**src/rtl/uart_pkg.sv**
```systemverilog
// ---------------------------------------------------------------------------
// uart_pkg
// Shared definitions for the memory-mapped UART transmitter:
//   - register offsets decoded from the word address addr[1:0]
//   - STATUS register bit positions
//   - transmitter FSM state encoding
// ---------------------------------------------------------------------------
package uart_pkg;

    localparam logic [1:0] UART_TXDATA = 2'd0;
    localparam logic [1:0] UART_STATUS = 2'd1;
    localparam logic [1:0] UART_DIV    = 2'd2;
    localparam logic [1:0] UART_CTRL   = 2'd3;

    localparam int STAT_FULL      = 0;
    localparam int STAT_EMPTY     = 1;
    localparam int STAT_BUSY      = 2;
    localparam int STAT_OVF       = 3;
    localparam int STAT_COUNT_LSB = 8;
    localparam int STAT_COUNT_W   = 4;

    localparam int CTRL_EN        = 0;

    typedef enum logic [1:0] {
        TX_IDLE,
        TX_START,
        TX_DATA,
        TX_STOP
    } uart_tx_state_t;

endpackage

```
**src/rtl/sync_fifo.sv**
```systemverilog
// ---------------------------------------------------------------------------
// sync_fifo
// Single-clock FIFO with a combinational head (first-word fall-through).
// A push into a full FIFO is accepted only when a pop happens in the same
// cycle; a pop of an empty FIFO is ignored.
// Ports:
//   clk, reset_n      clock, asynchronous active-low reset (pointers/count)
//   push, wr_data     write request and data
//   pop               remove head entry
//   rd_data           current head entry (valid while !empty)
//   full, empty       occupancy flags
//   count             number of stored entries, 0..DEPTH
// ---------------------------------------------------------------------------
module sync_fifo #(
    parameter int DATA_W = 8,
    parameter int DEPTH  = 8
) (
    input  logic                     clk,
    input  logic                     reset_n,
    input  logic                     push,
    input  logic [DATA_W-1:0]        wr_data,
    input  logic                     pop,
    output logic [DATA_W-1:0]        rd_data,
    output logic                     full,
    output logic                     empty,
    output logic [$clog2(DEPTH):0]   count
);

    localparam int AW = $clog2(DEPTH);
    localparam int CW = AW + 1;

    logic [DATA_W-1:0] mem [DEPTH];
    logic [AW-1:0]     rd_ptr;
    logic [AW-1:0]     wr_ptr;
    logic              do_pop;
    logic              do_push;

    assign full    = (count == CW'(DEPTH));
    assign empty   = (count == '0);
    assign do_pop  = pop && !empty;
    // When full, the slot being written is the one the pop frees this edge.
    assign do_push = push && (!full || do_pop);
    assign rd_data = mem[rd_ptr];

    always_ff @(posedge clk or negedge reset_n) begin
        if (!reset_n) begin
            rd_ptr <= '0;
            wr_ptr <= '0;
            count  <= '0;
        end else begin
            if (do_push) wr_ptr <= wr_ptr + 1'b1;
            if (do_pop)  rd_ptr <= rd_ptr + 1'b1;
            case ({do_push, do_pop})
                2'b10:   count <= count + 1'b1;
                2'b01:   count <= count - 1'b1;
                default: count <= count;
            endcase
        end
    end

    // Storage carries data only; no reset needed.
    always_ff @(posedge clk) begin
        if (do_push) mem[wr_ptr] <= wr_data;
    end

endmodule

```
**src/rtl/mmio_uart_tx.sv**
```systemverilog
// ---------------------------------------------------------------------------
// mmio_uart_tx
// Memory-mapped 8N1 UART transmitter sitting on a data-memory bank.
// Stores push bytes into a TX FIFO; the FSM serialises them LSB first on txd.
// Loads are answered combinationally.
// Ports:
//   clk, reset_n   clock, asynchronous active-low reset
//   en             bank select
//   memWrite[3:0]  byte-lane write enables (bit 0 = lane [7:0])
//   addr[10:0]     word address, only addr[1:0] decoded
//   wdata[31:0]    lane-aligned store data
//   rdata[31:0]    load data, 0 when en=0
//   txd            registered serial output, idles high
//   irq            EN set, FIFO empty and transmitter idle
// ---------------------------------------------------------------------------
module mmio_uart_tx
    import uart_pkg::*;
#(
    parameter int          FIFO_DEPTH  = 8,
    parameter logic [15:0] DEFAULT_DIV = 16'd434
) (
    input  logic        clk,
    input  logic        reset_n,
    input  logic        en,
    input  logic [3:0]  memWrite,
    input  logic [10:0] addr,
    input  logic [31:0] wdata,
    output logic [31:0] rdata,
    output logic        txd,
    output logic        irq
);

    localparam int CNT_W = $clog2(FIFO_DEPTH) + 1;

    // Register file
    logic [15:0] div;
    logic        ctrl_en;
    logic        ovf;

    // FIFO interface
    logic             fifo_push;
    logic             fifo_pop;
    logic [7:0]       fifo_head;
    logic             fifo_full;
    logic             fifo_empty;
    logic [CNT_W-1:0] fifo_count;

    // Transmitter
    uart_tx_state_t state, next_state;
    logic [15:0]    bit_cnt, bit_cnt_next;
    logic [2:0]     bit_idx, bit_idx_next;
    logic [7:0]     shreg, shreg_next;
    logic           txd_next;
    logic [15:0]    div_eff;
    logic [15:0]    reload;
    logic           bit_end;

    logic [1:0] sel;
    logic       lane0_wr;
    logic       overflow;
    logic       ovf_clr;
    logic       unused_bits;

    assign sel       = addr[1:0];
    assign lane0_wr  = en && memWrite[0];
    assign fifo_push = lane0_wr && (sel == UART_TXDATA);
    // A dropped byte: FIFO full and no pop to make room this cycle.
    assign overflow  = fifo_push && fifo_full && !fifo_pop;
    assign ovf_clr   = lane0_wr && (sel == UART_STATUS) && wdata[STAT_OVF];
    assign unused_bits = ^{addr[10:2], wdata[31:16], memWrite[3:2]};

    sync_fifo #(
        .DATA_W (8),
        .DEPTH  (FIFO_DEPTH)
    ) u_fifo (
        .clk     (clk),
        .reset_n (reset_n),
        .push    (fifo_push),
        .wr_data (wdata[7:0]),
        .pop     (fifo_pop),
        .rd_data (fifo_head),
        .full    (fifo_full),
        .empty   (fifo_empty),
        .count   (fifo_count)
    );

    always_ff @(posedge clk or negedge reset_n) begin
        if (!reset_n) begin
            div     <= DEFAULT_DIV;
            ctrl_en <= 1'b0;
            ovf     <= 1'b0;
        end else begin
            if (en && sel == UART_DIV && memWrite[0]) div[7:0]  <= wdata[7:0];
            if (en && sel == UART_DIV && memWrite[1]) div[15:8] <= wdata[15:8];
            if (lane0_wr && sel == UART_CTRL)         ctrl_en   <= wdata[CTRL_EN];
            if (overflow)     ovf <= 1'b1;
            else if (ovf_clr) ovf <= 1'b0;
        end
    end

    // A divider of 0 behaves as 1 cycle per bit.
    assign div_eff = (div == 16'd0) ? 16'd1 : div;
    assign reload  = div_eff - 16'd1;
    assign bit_end = (bit_cnt == 16'd0);

    always_ff @(posedge clk or negedge reset_n) begin
        if (!reset_n) begin
            state   <= TX_IDLE;
            bit_cnt <= '0;
            bit_idx <= '0;
            txd     <= 1'b1;
        end else begin
            state   <= next_state;
            bit_cnt <= bit_cnt_next;
            bit_idx <= bit_idx_next;
            txd     <= txd_next;
        end
    end

    always_ff @(posedge clk) begin
        shreg <= shreg_next;
    end

    // Divider is sampled only at bit boundaries, so a mid-bit DIV write
    // affects the following bit.
    always_comb begin
        next_state   = state;
        bit_cnt_next = bit_end ? bit_cnt : bit_cnt - 16'd1;
        bit_idx_next = bit_idx;
        shreg_next   = shreg;
        txd_next     = txd;
        fifo_pop     = 1'b0;
        case (state)
            TX_IDLE: begin
                if (ctrl_en && !fifo_empty) begin
                    next_state   = TX_START;
                    fifo_pop     = 1'b1;
                    shreg_next   = fifo_head;
                    bit_cnt_next = reload;
                    txd_next     = 1'b0;
                end
            end
            TX_START: begin
                if (bit_end) begin
                    next_state   = TX_DATA;
                    bit_cnt_next = reload;
                    bit_idx_next = 3'd0;
                    txd_next     = shreg[0];
                    shreg_next   = shreg >> 1;
                end
            end
            TX_DATA: begin
                if (bit_end) begin
                    bit_cnt_next = reload;
                    if (bit_idx == 3'd7) begin
                        next_state = TX_STOP;
                        txd_next   = 1'b1;
                    end else begin
                        bit_idx_next = bit_idx + 3'd1;
                        txd_next     = shreg[0];
                        shreg_next   = shreg >> 1;
                    end
                end
            end
            TX_STOP: begin
                if (bit_end) begin
                    bit_cnt_next = reload;
                    // Chain straight into the next start bit: no idle gap.
                    if (ctrl_en && !fifo_empty) begin
                        next_state = TX_START;
                        fifo_pop   = 1'b1;
                        shreg_next = fifo_head;
                        txd_next   = 1'b0;
                    end else begin
                        next_state = TX_IDLE;
                        txd_next   = 1'b1;
                    end
                end
            end
            default: begin
                next_state = TX_IDLE;
                txd_next   = 1'b1;
            end
        endcase
    end

    assign irq = ctrl_en && fifo_empty && (state == TX_IDLE);

    always_comb begin
        rdata = '0;
        if (en) begin
            case (sel)
                UART_STATUS: begin
                    rdata[STAT_FULL]  = fifo_full;
                    rdata[STAT_EMPTY] = fifo_empty;
                    rdata[STAT_BUSY]  = (state != TX_IDLE);
                    rdata[STAT_OVF]   = ovf;
                    rdata[STAT_COUNT_LSB +: STAT_COUNT_W] = STAT_COUNT_W'(fifo_count);
                end
                UART_DIV:  rdata[15:0]    = div;
                UART_CTRL: rdata[CTRL_EN] = ctrl_en;
                default:   rdata          = '0;
            endcase
        end
    end

endmodule

```
**config.mk**
```make
export PLATFORM = sky130hd
export DESIGN_NAME = mmio_uart_tx
export DESIGN_NICKNAME = d
export VERILOG_FILES = /design/src/rtl/uart_pkg.sv /design/src/rtl/sync_fifo.sv /design/src/rtl/mmio_uart_tx.sv
export SDC_FILE = /design/constraint.sdc
export NUM_CORES = 1
export LEC_CHECK = 0
export BUFFER_PORTS_ARGS = -buffer_cell sky130_fd_sc_hd__buf_4
export CELL_PAD_IN_SITES_DETAIL_PLACEMENT = 1
export CELL_PAD_IN_SITES_GLOBAL_PLACEMENT = 2
export CORE_UTILIZATION = 30
export CTS_CLUSTER_SIZE = 28
export DETAILED_ROUTE_END_ITERATION = 6
export PLACE_DENSITY_LB_ADDON = 0.1
export SLEW_MARGIN = 40
export SYNTH_ARGS = -nofsm -noshare
export SYNTH_HDL_FRONTEND = slang
export SYNTH_HIERARCHICAL = 1
export SYNTH_SLANG_ARGS = --single-unit
```
**constraint.sdc**
```tcl
create_clock -name clk -period 4.75 [get_ports clk]
set_input_delay 0.475 -clock clk [delete_from_list [all_inputs] [get_ports clk]]
set_output_delay 0.475 -clock clk [all_outputs]
set_load 0.01 [all_outputs]
```
; ---- Yosys cells after proc, flatten, opt, wreduce, memory -nomap -nowiden
; Memory sizes are Yosys's and may differ from the RTL's.
; Cells that the tools add are included.
[word_totals]
ramBits = 64
regBits = 58
word_cells = 112
in_bits = 50
mem_count = 1
[op_classes]
n_eq_ne = 16
reduce_logical = 33
addsub = 7
n_mux = 43
[mem_list]
columns = name, words, word_bits, rd, rd_clocked_by_memory_dff, wr, line
row1 = u_fifo.mem, 8, 8, 1, 0, 1, sync_fifo.sv:32  ; logic [DATA_W-1:0] mem [DEPTH];
[op_table]
columns = operator, n
row1 = 16-bit two-way mux, 5
row2 = 8-bit two-way mux, 5
row3 = 16-bit zero test, 2
row4 = 16-bit one-hot mux with 2 select lines, 1
row5 = 8-bit one-hot mux with 4 select lines, 1
row6 = "16-bit by 1-bit subtractor with 16-bit output, second input constant", 2
row7 = 4-bit one-hot mux with 2 select lines, 2
row8 = 1-bit logical AND, 15
row9 = 1-bit two-way mux, 13
row10 = "2-bit inequality test, second input constant", 6
row11 = 3-bit one-hot mux with 2 select lines, 2
row12 = 4-bit AND reduction, 3
row13 = "2-bit equality test, second input constant", 5
row14 = 2-bit two-way mux, 5
row15 = "3-bit by 1-bit adder with 3-bit output, second input constant", 3
row16 = 3-bit two-way mux, 3
row17 = 4-bit two-way mux, 2
row18 = 2-bit one-hot mux with 4 select lines, 1
row19 = 2-bit nonzero test, 4
row20 = "2-bit by 1-bit equality test with 1-bit output, second input constant", 3
row21 = 5-bit AND reduction, 1
row22 = "4-bit by 1-bit adder with 4-bit output, second input constant", 1
row23 = "4-bit equality test, second input constant", 1
row24 = 2-bit zero test, 2
row25 = other kinds (9), 11

; ---- Longest topological paths before layout
; Gate-level depths: netlist (run 1).
[depth]
word_depth = 11
depth_mapped = 14
mapped_depth_nobuf = 13

; ---- By module
; Netlist (run 1), hierarchy kept.
[modules_own_cells]
columns = module, area_per_inst_um2, cells_each, seq_area_each_um2, instances
row1 = mmio_uart_tx, 3231.8, 340, 1248.7, 1
row2 = sync_fifo, 3113.0, 162, 2172.1, 1

; ---- Least setup slack after synthesis (run 1)
; OpenSTA, ideal clock, no wires.
[synth_timing]
path_kind = reg2reg
startpoint = register bit_cnt[6]
endpoint = register u_fifo.count[3]
n_path_buf = 1
synth_period_minus_slack_ps = 3399
t_required_ps = 4681
path_stages_with_launch = 14
t_arrival_ps = 3330
setup_slack_ps = 1351
cell_sequence = dfrtp_1 -> nor4_4 -> and4_1 -> buf_2 -> nand4_1 -> a21oi_1 -> o21ai_2 -> or2_2 -> inv_1 -> ha_1 -> or2_2 -> nand3_1 -> mux2_2 -> nand3b_1
[synth_via]
elab_chain_len = 8
word_cells_on_any_way = 10
[synth_rtl]
columns = element, line
row1 = start: declaration, mmio_uart_tx.sv:50  ; logic [15:0] bit_cnt, bit_cnt_next;
row2 = start signal: assignment, mmio_uart_tx.sv:114  ; bit_cnt <= bit_cnt_next;
row3 = 16-bit zero test *, mmio_uart_tx.sv:104  ; assign bit_end = (bit_cnt == 16'd0);
row4 = 1-bit two-way mux *, mmio_uart_tx.sv:166  ; if (bit_end) begin
row5 = 1-bit one-hot mux with 2 select lines *, mmio_uart_tx.sv:133  ; case (state)
row6 = named net fifo_pop, mmio_uart_tx.sv:42  ; logic fifo_pop;
row7 = 1-bit logical AND *, sync_fifo.sv:40  ; assign do_pop = pop && !empty;
row8 = 1-bit logical OR, sync_fifo.sv:42  ; assign do_push = push && (!full || do_pop);
row9 = 1-bit logical AND, sync_fifo.sv:42
row10 = 2-bit by 1-bit equality test with 1-bit output or 2-bit equality test (tied branches), sync_fifo.sv:53  ; case ({do_push, do_pop})
row11 = 4-bit one-hot mux with 2 select lines or 2-bit nonzero test (tied branches), -
row12 = end signal: assignment, sync_fifo.sv:54  ; 2'b10: count <= count + 1'b1;
row13 = end signal: assignment, sync_fifo.sv:55  ; 2'b01: count <= count - 1'b1;
row14 = end signal: assignment, sync_fifo.sv:56  ; default: count <= count;
row15 = end: declaration, sync_fifo.sv:26  ; output logic [$clog2(DEPTH):0] count
; Mark *: on every way through the listed nets, which the timed path passes. The rest lies on a longest branch.
; A chain may end at the register's enable or synchronous reset.

; ---- Worst setup path after layout (run 1)
[layout_timing]
startpoint = register u_fifo.count[0]
endpoint = register u_fifo.count[3]
[layout_via]
elab_chain_len = 11
word_cells_on_any_way = 17
[layout_rtl]
columns = element, line
row1 = 4-bit zero test *, sync_fifo.sv:39  ; assign empty = (count == '0);
row2 = named net fifo_empty, mmio_uart_tx.sv:45  ; logic fifo_empty;
row3 = 1-bit zero test *, "mmio_uart_tx.sv:135, mmio_uart_tx.sv:169"
row4 = 1-bit logical AND *, "mmio_uart_tx.sv:135, mmio_uart_tx.sv:169"
row5 = 1-bit two-way mux *, "mmio_uart_tx.sv:135, mmio_uart_tx.sv:169"
row6 = 1-bit two-way mux, mmio_uart_tx.sv:166
row7 = 1-bit one-hot mux with 2 select lines *, mmio_uart_tx.sv:133
row8 = named net fifo_pop, mmio_uart_tx.sv:42
row9 = 1-bit logical AND *, sync_fifo.sv:40
row10 = 1-bit logical OR, sync_fifo.sv:42
row11 = 1-bit logical AND, sync_fifo.sv:42
row12 = 2-bit by 1-bit equality test with 1-bit output or 2-bit equality test (tied branches), sync_fifo.sv:53
row13 = 4-bit one-hot mux with 2 select lines or 2-bit nonzero test (tied branches), -
; Marked as above.

==> results of run 1 <==
-- stage by stage --
step,hold WS (ns),util [%],cells,instance area (sq um)
after floorplan,0.179,-,517,6400
after global placement,0.473,33.6,801,6900
after detailed placement,0.485,33.7,801,6900
after CTS,0.133,36.6,833,7500
after global routing,0.153,36.6,833,7500
final,0.110,36.6,833,7500
-- final timing paths --
kind	endpoint	slack (ns)
hold / removal	bit_cnt[10]	0.11
hold reg to reg	ovf	0.50
setup reg to reg	u_fifo/count[3]	0.93
setup / recovery	u_fifo/count[3]	0.93
max in group asynchronous	u_fifo/rd_ptr[0]	4.12
min in group clk	div[9]	0.28
-- critical path: cells and delay by family (launching register included) --
| kind | cells | cell delay, ns |
|---|---|---|
| buf+inv | 1 | 0.09 |
| mux | 1 | 0.21 |
| flops | 1 | 0.41 |
| compound gates | 3 | 0.75 |
| fa+ha+maj | 1 | 0.25 |
| simple gates | 7 | 2.06 |
-- logic make-up (layout without fill, tap and decap cells) --
group	Yosys count	count (layout)
and+or+nand+nor	148	148
DFF	122	122
AOI/OAI and AO/OA	78	78
muxes	59	59
buffers and inverters	55	101
xor gates and xnor gates	21	21
adders and majority gates	18	18
other	1	16
-- layout by cell type, fill, tap and decap left out, drive strengths merged, types with 17 or more instances in the layout --
cell	n
dfrtp	44
ha	17
nor2	28
inv	26
nand2	40
mux2	31
buf	52
clkbuf	17
o21ai	25
edfxtp	72
-- power breakdown --
part	internal, mW	switching [mW]
clock network	0.750	0.556
logic	0.613	0.687
registers	1.38	0.317
total	2.74	1.56
-- sequential cells by signal (all words and copies together), names as in the netlist, 2 cells and up --
name and count:
shreg 8, state 2, bit_idx 3, u_fifo/count 4
u_fifo/wr_ptr 3, u_fifo/mem 64, u_fifo/rd_ptr 3, div 16
bit_cnt 16
-- layout make-up --
class                      instances  area [sq um]
multi-input combinational        340          2690
clock inverter                    15           174
tap                              270           338
fill                            2199         13000
sequential                       122          3420
timing repair buffer              52           390
inverter                          17          63.8
clock buffer                      17           425
-- per-layer routing --
metal / part of all wire, % / global-route usage, % / vias up
li1: - / - / 1959
met5: 0 / 0 / -
met1: 49 / 21.9 / 2079
met4: 1.4 / 5.36 / 0
met3: 2.9 / 3.02 / 14
met2: 46 / 23.8 / 68
==> summary.log, run 1 <==
INFO  route          drt_pre_antenna_iters=4
INFO  critical_path  largest_fanout_on_the_critical_path=15
INFO  critical_path  crit_arrival=4.18ns
INFO  placed_design  place_ws=0.909ns
INFO  timing         finalSetupTns=0ns
INFO  critical_path  crit_path_cell_trace=or3_1 -> nor2_1 -> nor2b_2 -> nand4_1 -> a21oi_1 -> o21ai_2 -> or2_2 -> inv_1 -> ha_1 -> or2_2 -> a21oi_1 -> mux2i_1 -> nand3b_1
INFO  route          initialDrtViolationCount=218
INFO  cts            clk_transition_reported_paths=0.06ns
INFO  synth          synth-adder-area-share=3.67%
INFO  cts            post-cts-setup-buffers=0
INFO  synth          synth.avg_cell_area=12.6squm
INFO  synth          synth-edff-count=72
INFO  pwr            powerDensity=574nW/um^2
INFO  critical_path  worst_setup_path_end_kind=register
INFO  cts            clk_latency=0.42ns
INFO  route          final_antenna_net_count=0
INFO  timing         setup_viol=0
INFO  floorplan      rows=52
INFO  route          drc=0
INFO  floorplan      die-area=21700squm
INFO  global_route   antenna_found_initial=0
INFO  critical_path  worstSetupStartpoint=u_fifo/count[0]
INFO  synth          synth-warning-count=6
INFO  timing         fmaxAchievable=0.262GHz
INFO  critical_path  critPathMaxStageDelay=0.54ns
INFO  timing         fin_worst_skew=0.0125ns
INFO  worst_hold_path class_of_the_tightest_hold_or_removal_check=primary input to asynchronous set/reset pin
INFO  floorplan      die_x=147um
INFO  final_layout   fraction_of_layout_cells_with_a_size_suffix_above_1=26.5%
INFO  synth          netlist_area=6340squm
INFO  critical_path  worst-endpoint-required=5.11ns
INFO  global_route   remaining_overflow_grt=0
INFO  synth          synth.largest_area_cell=sky130_fd_sc_hd__edfxtp_1
INFO  cts            clk_path_buf_depth=2
INFO  synth          synth_xor_xnor_area_share=2.90%
INFO  pwr            p_leak=2.87nW
INFO  critical_path  length_in_cells_of_the_worst_reg_to_reg_path=13
INFO  final_layout   diodes=0
INFO  run            maxCapViolCount=0
INFO  floorplan      effective_utilization_at_floorplan=31.0%
INFO  timing         worst_slew_pin_slew=0.764ns
INFO  synth          synth.top_cell.area_share=34.1%
INFO  critical_path  cp_slowest_cell=sky130_fd_sc_hd__nor2b_2
INFO  synth          synth_compound_area_share=8.58%
INFO  route          drt_wl_total=15600um
INFO  global_route   grt_pass1_wl=25300um
INFO  timing         post-route-min-period=3.82ns
INFO  critical_path  startpoint_type=register
INFO  critical_path  timing_worst_setup_path_type=register to register
INFO  placed_design  detailed_place_hpwl=10800um
INFO  timing         postLayoutSetupSlackWorst=0.930ns
INFO  synth          combinational_family_with_the_most_area_after_synthesis=multiplexers
INFO  timing         timing.final.hold_violations=0
INFO  synth          synth_cell_type_count=69
INFO  global_route   grt_start_max_net_pins=51
INFO  route          detail_route.vias_per_cell=4.95
INFO  placed_design  placer_congestion=0.749
INFO  synth          postSynthRegisterBits=122
INFO  synth          synth.yosys.seq_area_share=53.9%
INFO  cts            postCtsHoldBufs=0
INFO  timing         rsz0062_at_grt=false
INFO  critical_path  startpoint_of_the_worst_slack_reg_to_reg_timing_path=u_fifo/count[0]
INFO  synth          synth.most_common_cell=sky130_fd_sc_hd__edfxtp_1
INFO  final_layout   area_delta_synth_final=18.2%
INFO  final_layout   nNetsFinal=618
INFO  floorplan      top_level_ports=84
INFO  cts            cts.sink_count=122
INFO  timing         min_period_over_period=80.4%
INFO  synth          post_synth_mux_area_share=13.5%
INFO  synth          synth_ff_type=sky130_fd_sc_hd__edfxtp_1
INFO  synth          synth_area_leaders=sky130_fd_sc_hd__edfxtp_1 (34%), sky130_fd_sc_hd__dfrtp_1 (17%), sky130_fd_sc_hd__mux2_2 (5.1%)
INFO  floorplan      die_height=147um
INFO  cts            cts_tree=yes
INFO  cts            ctsHtreeMaxLevel=4
INFO  cts            cts-resized-gates=0
INFO  global_route   grt_util_all_layers=15.5%
INFO  synth          synth_simple_gate_area_share=12.6%
INFO  cts            root_buffer=sky130_fd_sc_hd__clkbuf_16
INFO  route          total_number_of_vias=4120
INFO  pwr            power=4.30mW
INFO  placed_design  place.port_buffers=40
INFO  synth          synth_top_cells_by_count=sky130_fd_sc_hd__edfxtp_1 (72), sky130_fd_sc_hd__dfrtp_1 (44), sky130_fd_sc_hd__nand2_1 (40)
INFO  route          drt-wirelength-per-cell=18.8um
INFO  global_route   grt_pass1_vias=4331
INFO  timing         slew_headroom=49.0%
INFO  cts            cts_inserted_buffers=17
INFO  synth          ys_async_sr_fraction=41.0%
INFO  floorplan      core_area=20500squm
INFO  outcome        status=completed
INFO  synth          synthCells=502
INFO  pwr            vdd_ir_drop_max=282uV
INFO  timing         timing.final.max_slew_violations=0
No activity file was read; power rests on OpenSTA's default activity.
==> inputs of run 2 (changes only) <==
clock period = 3.3 ns   (was 4.75 ns; I/O delays follow)
==> run 2 against run 1 <==
  * Worst setup slack worse by 0.71 ns
  * Clock power up 50%
  * Combinational power up 66%
  * Global-route usage up 0.71 points
  * Highest routed layer unchanged
  * Power up 51%
  * Non-clock buffer count up 24
  * Clock-buffer cell count unchanged
  * Die area unchanged
  * Via count up 2.9%
  * Clock skew down 0.00090 ns
  * Fmax up 24%
  * Largest power group unchanged
==> summary.log, run 2 (synthesis gave the netlist of run 1 again) <==
INFO  outcome        status=completed
INFO  cts            clk_latency=0.43ns
INFO  critical_path  largest_fanout_on_the_critical_path=5
INFO  critical_path  worst-endpoint-required=3.59ns
INFO  final_layout   mostFrequentLayoutCells=sky130_fd_sc_hd__buf_4 (75), sky130_fd_sc_hd__edfxtp_1 (72), sky130_fd_sc_hd__dfrtp_1 (43), sky130_fd_sc_hd__nand2_1 (40), sky130_fd_sc_hd__mux2_2 (29)
INFO  final_layout   final_common_cell=sky130_fd_sc_hd__buf_4
INFO  final_layout   post_layout_nonfiller_instances=857
INFO  placed_design  place.port_buffers=40
INFO  placed_design  placer_congestion=0.744
INFO  critical_path  startpoint_type=register
INFO  critical_path  critPathTopFamily=simple AND/OR/NAND/NOR gates
INFO  run            maxCapViolCount=0
INFO  global_route   grt_start_max_net_pins=51
INFO  route          detail_route.vias_per_cell=4.95
INFO  cts            cts_inserted_buffers=17
INFO  pwr            powerDensity=840nW/um^2
INFO  final_layout   layout.core_utilization=37.7%
INFO  floorplan      rows=52
INFO  timing         fmaxAchievable=0.325GHz
INFO  cts            cts_tree=yes
INFO  route          drc=0
INFO  cts            clk_path_buf_depth=2
INFO  timing         finalSetupTns=0ns
INFO  pwr            p_leak=3.01nW
INFO  final_layout   biggestRegsByFlops=u_fifo/mem: 64 flops, bit_cnt: 16 flops, div: 16 flops
INFO  cts            ctsHtreeMaxLevel=4
INFO  critical_path  timing_worst_setup_path_type=register to register
INFO  floorplan      die-area=21700squm
INFO  critical_path  length_in_cells_of_the_worst_reg_to_reg_path=12
INFO  timing         setup_viol=0
INFO  timing         worst_slew_pin_slew=0.802ns
INFO  route          drt_pre_antenna_iters=4
INFO  critical_path  cp_slowest_cell=sky130_fd_sc_hd__dfrtp_1
INFO  global_route   remaining_overflow_grt=0
INFO  placed_design  dp_cells=824
INFO  route          initialDrtViolationCount=188
INFO  final_layout   area_delta_synth_final=21.6%
INFO  timing         timing.final.hold_violations=0
INFO  timing         rsz0062_at_grt=false
INFO  global_route   grt_util_all_layers=16.3%
INFO  final_layout   fraction_of_layout_cells_with_a_size_suffix_above_1=29.5%
INFO  global_route   antenna_found_initial=0
INFO  timing         timing.final.max_slew_violations=0
INFO  final_layout   nNetsFinal=642
INFO  critical_path  crit_path_top_cell_by_count=sky130_fd_sc_hd__or2_2
INFO  final_layout   diodes=0
INFO  placed_design  detailed_place_hpwl=11500um
INFO  timing         slew_headroom=46.5%
INFO  critical_path  crit_arrival=3.37ns
INFO  critical_path  critical_path_depth=12
INFO  worst_hold_path class_of_the_tightest_hold_or_removal_check=primary input to register
INFO  floorplan      die_x=147um
INFO  timing         fin_worst_skew=0.0116ns
INFO  cts            clk_transition_reported_paths=0.06ns
INFO  floorplan      core_area=20500squm
INFO  route          final_antenna_net_count=0
INFO  pwr            power=6.48mW
INFO  final_layout   largest_register_ff_count=64
INFO  floorplan      effective_utilization_at_floorplan=31.0%
INFO  route          drt-wirelength-per-cell=19.1um
INFO  floorplan      top_level_ports=84
INFO  timing         post-route-min-period=3.08ns
INFO  global_route   grt_pass1_wl=26300um
INFO  cts            cts.sink_count=122
INFO  pwr            vdd_ir_drop_max=416uV
INFO  critical_path  path_buf_inv=1
INFO  critical_path  worst_setup_path_end_kind=register
INFO  final_layout   regMostFlops=u_fifo/mem
INFO  critical_path  critPathMaxStageDelay=0.45ns
INFO  floorplan      die_height=147um
INFO  worst_hold_path hold-path-cell-count=2
INFO  cts            root_buffer=sky130_fd_sc_hd__clkbuf_16
INFO  timing         min_period_over_period=93.3%
INFO  global_route   grt_pass1_vias=4640
INFO  critical_path  crit_path_cell_trace=nor4_4 -> and2_0 -> nand4_1 -> a21oi_4 -> o21ai_2 -> or2_2 -> inv_1 -> ha_1 -> or2_2 -> a21oi_1 -> mux2i_1 -> nand3b_1
INFO  route          total_number_of_vias=4241
INFO  route          drt_wl_total=16300um
[run 2: area by class of cell]
type                            count  area (sq um)
Sequential cell                   122          3420
Clock buffer                       17           425
Multi-Input combinational cell    340          2700
Fill cell                        2184         12800
Inverter                           17          63.8
Tap cell                          270           338
Clock inverter                     15           195
Timing Repair Buffer               76           573
[run 2: what timing repair did]
action	4_1_cts	5_1_grt
resized for setup	0	3
hold buffers	1	0
setup endpoints to repair	0	2
hold endpoints to repair	44	0
setup buffers	0	0
[run 2: power breakdown]
part           switching, mW  leakage, nW  total [mW]  internal [mW]
Combinational           1.14         1.45        2.16           1.01
Clock                  0.806        0.303        1.96           1.16
Sequential             0.380         1.25        2.36           1.98
[run 2: worst paths after layout]
kind	from	end	slack, ns
setup reg to reg	bit_cnt[2]	u_fifo/count[3]	0.22
hold / removal	wdata[11]	div[11]	0.14
hold reg to reg	ovf	ovf	0.49
min in group asynchronous	reset_n	bit_cnt[13]	0.50
setup / recovery	bit_cnt[2]	u_fifo/count[3]	0.22
max in group asynchronous	reset_n	bit_cnt[6]	2.30
[run 2: stage by stage]
| stage | hold slack (ns) | setup WS (ns) | instance area, sq um |
|---|---|---|---|
| after floorplan | 0.0344 | 0.0798 | 6400 |
| after global placement | 0.430 | 0.212 | 7070 |
| after detailed placement | 0.437 | 0.145 | 7070 |
| final | 0.139 | 0.220 | 7720 |
| after global routing | 0.125 | 0.00147 | 7720 |
| after CTS | 0.118 | 0.112 | 7700 |
[run 2: routing by layer]
| metal | wire length, um | vias to the layer above | GRT usage [%] | part of all wire, % |
|---|---|---|---|---|
| li1 | - | 2009 | - | - |
| met1 | 7780 | 2159 | 21.5 | 48 |
| met2 | 7950 | 56 | 26.4 | 49 |
| met3 | 419 | 17 | 3.64 | 2.6 |
| met4 | 197 | 0 | 5.31 | 1.2 |
| met5 | 0 | - | 0 | 0 |
==> inputs of run 3 (changes only) <==
BUFFER_PORTS_ARGS = unset   (was -buffer_cell sky130_fd_sc_hd__buf_4)
DONT_BUFFER_PORTS = 1   (was unset)
==> run 3 against run 2 <==
  * Final cell count down 3.4%
  * Largest power group unchanged
  * Sequential power hardly changed
  * Combinational power fell by 2%
  * Clock power is 4% lower
  * Non-clock buffer count decreased by 29
  * Critical path depth fell by 3
  * Flip-flop and latch count unchanged
  * Via count fell by 3.5%
  * Power fell by 2.2%
  * Global-route usage is 0.25 points lower
==> summary.log, run 3 (synthesis gave the netlist of run 1 again) <==
INFO  placed_design  detailed_place.area=6790squm
INFO  route          route.met3.wl=417um
INFO  final_layout   final_common_cell=sky130_fd_sc_hd__edfxtp_1
INFO  cts            ctsHtreeMaxLevel=4
INFO  pwr            vdd_ir_drop_max=347uV
INFO  timing         fmaxAchievable=0.326GHz
INFO  outcome        status=completed
INFO  pwr            p_leak=2.84nW
INFO  floorplan      die_height=147um
INFO  pwr            pwr-share-comb=33.3%
INFO  route          detail_route.vias_per_cell=4.94
INFO  route          drt_wl_total=16000um
INFO  timing         postLayoutSetupSlackWorst=0.230ns
INFO  final_layout   biggestRegsByFlops=u_fifo/mem: 64 flops, bit_cnt: 16 flops, div: 16 flops
INFO  critical_path  cp_slowest_cell=sky130_fd_sc_hd__dfstp_2
INFO  global_route   grt_util_all_layers=16.0%
INFO  global_route   grt_pass1_vias=4413
INFO  timing         min_period_over_period=93.0%
INFO  critical_path  startpoint_type=register
INFO  critical_path  largest_fanout_on_the_critical_path=4
INFO  route          m1WireLength=7800um
INFO  worst_hold_path class_of_the_tightest_hold_or_removal_check=primary input to register
INFO  cts            cts_tree=yes
INFO  timing         slew_headroom=48.1%
INFO  pwr            switchingPower=2.28mW
INFO  final_layout   nNetsFinal=613
INFO  pwr            internal-power=4.06mW
INFO  cts            clk_latency=0.43ns
INFO  cts            clk_transition_reported_paths=0.06ns
INFO  timing         worst_slew_pin_slew=0.778ns
INFO  worst_hold_path min-delay-start=wdata[11]
INFO  floorplan      top_level_ports=84
INFO  timing         timing.final.max_slew_violations=0
INFO  route          total_number_of_vias=4091
INFO  final_layout   fraction_of_layout_cells_with_a_size_suffix_above_1=24.0%
INFO  floorplan      die_x=147um
INFO  route          drt-wirelength-per-cell=19.3um
INFO  critical_path  crit_path_cell_trace=or4_1 -> nor3b_2 -> a31oi_1 -> ha_1 -> or3b_1 -> or4_1 -> nor4_2 -> xnor2_1 -> a21oi_1
INFO  final_layout   largest_register_ff_count=64
INFO  floorplan      effective_utilization_at_floorplan=31.0%
INFO  timing         finalSetupTns=0ns
INFO  final_layout   regMostFlops=u_fifo/mem
INFO  timing         setup_viol=0
INFO  placed_design  place.port_buffers=0
INFO  floorplan      core_area=20500squm
INFO  pwr            power.share.clock=29.8%
INFO  cts            cts.sink_count=122
INFO  timing         finalHoldWorstSlack=0.0466ns
INFO  pwr            power=6.34mW
INFO  placed_design  detailed_place_hpwl=11100um
INFO  global_route   remaining_overflow_grt=0
INFO  route          highest_layer=met4
INFO  critical_path  startpoint_of_the_worst_slack_reg_to_reg_timing_path=div[7]
INFO  floorplan      die-area=21700squm
INFO  critical_path  worst_setup_path_end_kind=register
INFO  final_layout   final_cell_area=7510squm
INFO  route          drc=0
INFO  final_layout   area_delta_synth_final=18.4%
INFO  run            maxCapViolCount=0
INFO  final_layout   diodes=0
INFO  route          route.met2.wl=7630um
INFO  pwr            power_frac_seq=36.9%
INFO  pwr            swShare=36.0%
INFO  critical_path  timing_worst_setup_path_type=register to register
INFO  timing         timing.final.hold_violations=0
INFO  pwr            powerDensity=844nW/um^2
INFO  global_route   antenna_found_initial=0
INFO  global_route   grt_pass1_wl=25900um
INFO  critical_path  worstSetupStartpoint=div[7]
INFO  placed_design  place_ws=0.167ns
INFO  placed_design  placer_congestion=0.740
INFO  timing         fin_worst_skew=0.0285ns
INFO  critical_path  crit_path_top_cell_by_count=sky130_fd_sc_hd__or4_1
INFO  route          initialDrtViolationCount=222
INFO  cts            clk_path_buf_depth=2
INFO  critical_path  worst-endpoint-required=3.59ns
INFO  route          drt_pre_antenna_iters=5
INFO  timing         rsz0062_at_grt=false
INFO  cts            root_buffer=sky130_fd_sc_hd__clkbuf_16
INFO  timing         post-route-min-period=3.07ns
INFO  critical_path  crit_arrival=3.36ns
INFO  cts            cts_inserted_buffers=17
INFO  global_route   grt_start_max_net_pins=51
INFO  floorplan      rows=52
INFO  final_layout   mostFrequentLayoutCells=sky130_fd_sc_hd__edfxtp_1 (72), sky130_fd_sc_hd__dfrtp_1 (44), sky130_fd_sc_hd__nand2_1 (40), sky130_fd_sc_hd__buf_4 (37), sky130_fd_sc_hd__mux2_2 (29)
INFO  critical_path  critPathMaxStageDelay=0.53ns
INFO  route          final_antenna_net_count=0
-- run 3: final timing paths --
| check | depth (start not counted) | slack (ns) | to |
|---|---|---|---|
| worst max register to register | 9 | 0.23 | bit_cnt[10] |
| worst min register to register | 2 | 0.49 | ovf |
| min in group asynchronous | 2 | 0.43 | bit_idx[0] |
| max in group asynchronous | 2 | 2.55 | div[8] |
| worst max-delay path | 9 | 0.23 | bit_cnt[10] |
| worst min-delay path | 1 | 0.05 | div[11] |
-- run 3: worst max-delay path, delay by kind of cell, from the launching register on --
family	cells	cell delay (ns)
xor gates and xnor gates	1	0.24
AOI/OAI and AO/OA	2	0.48
DFF	1	0.53
adders and majority gates	1	0.26
and+or+nand+nor	5	1.42
-- run 3: repair_timing --
item | 4_1_cts | 5_1_grt
endpoints found under the hold margin | 114 | 0
setup buffers | 0 | 0
gates resized for setup | 0 | 1
hold buffers | 10 | 0
endpoints found under the setup margin | 0 | 1
-- run 3: power groups by stage --
stage               Combinational (mW)  Sequential (mW)  Clock, mW
floorplan                         1.58             2.25          0
global placement                  2.07             2.37          0
detailed placement                2.09             2.37          0
CTS                               2.14             2.34       1.94
global route                      2.36             2.40       2.00
finish                            2.11             2.34       1.89
-- run 3: metrics by stage --
stage	std cells	utilization (%)
6_report	828	36.6
5_1_grt	828	36.6
4_1_cts	828	36.6
3_5_place_dp	786	33.1
3_3_place_gp	786	33.1
2_1_floorplan	517	-
-- run 3: routing by layer --
layer | GRT usage, % | up-vias
met1 | 21.7 | 2086
li1 | - | 1948
met2 | 25.4 | 46
met4 | 4.95 | 0
met3 | 3.67 | 11
met5 | 0 | -
-- run 3: cell type report --
cell class | count | area [sq um]
Tap cell | 270 | 338
Timing Repair Buffer | 47 | 395
Multi-Input combinational cell | 340 | 2690
Inverter | 17 | 63.8
Sequential cell | 122 | 3420
Fill cell | 2188 | 13000
Clock inverter | 15 | 173
Clock buffer | 17 | 425
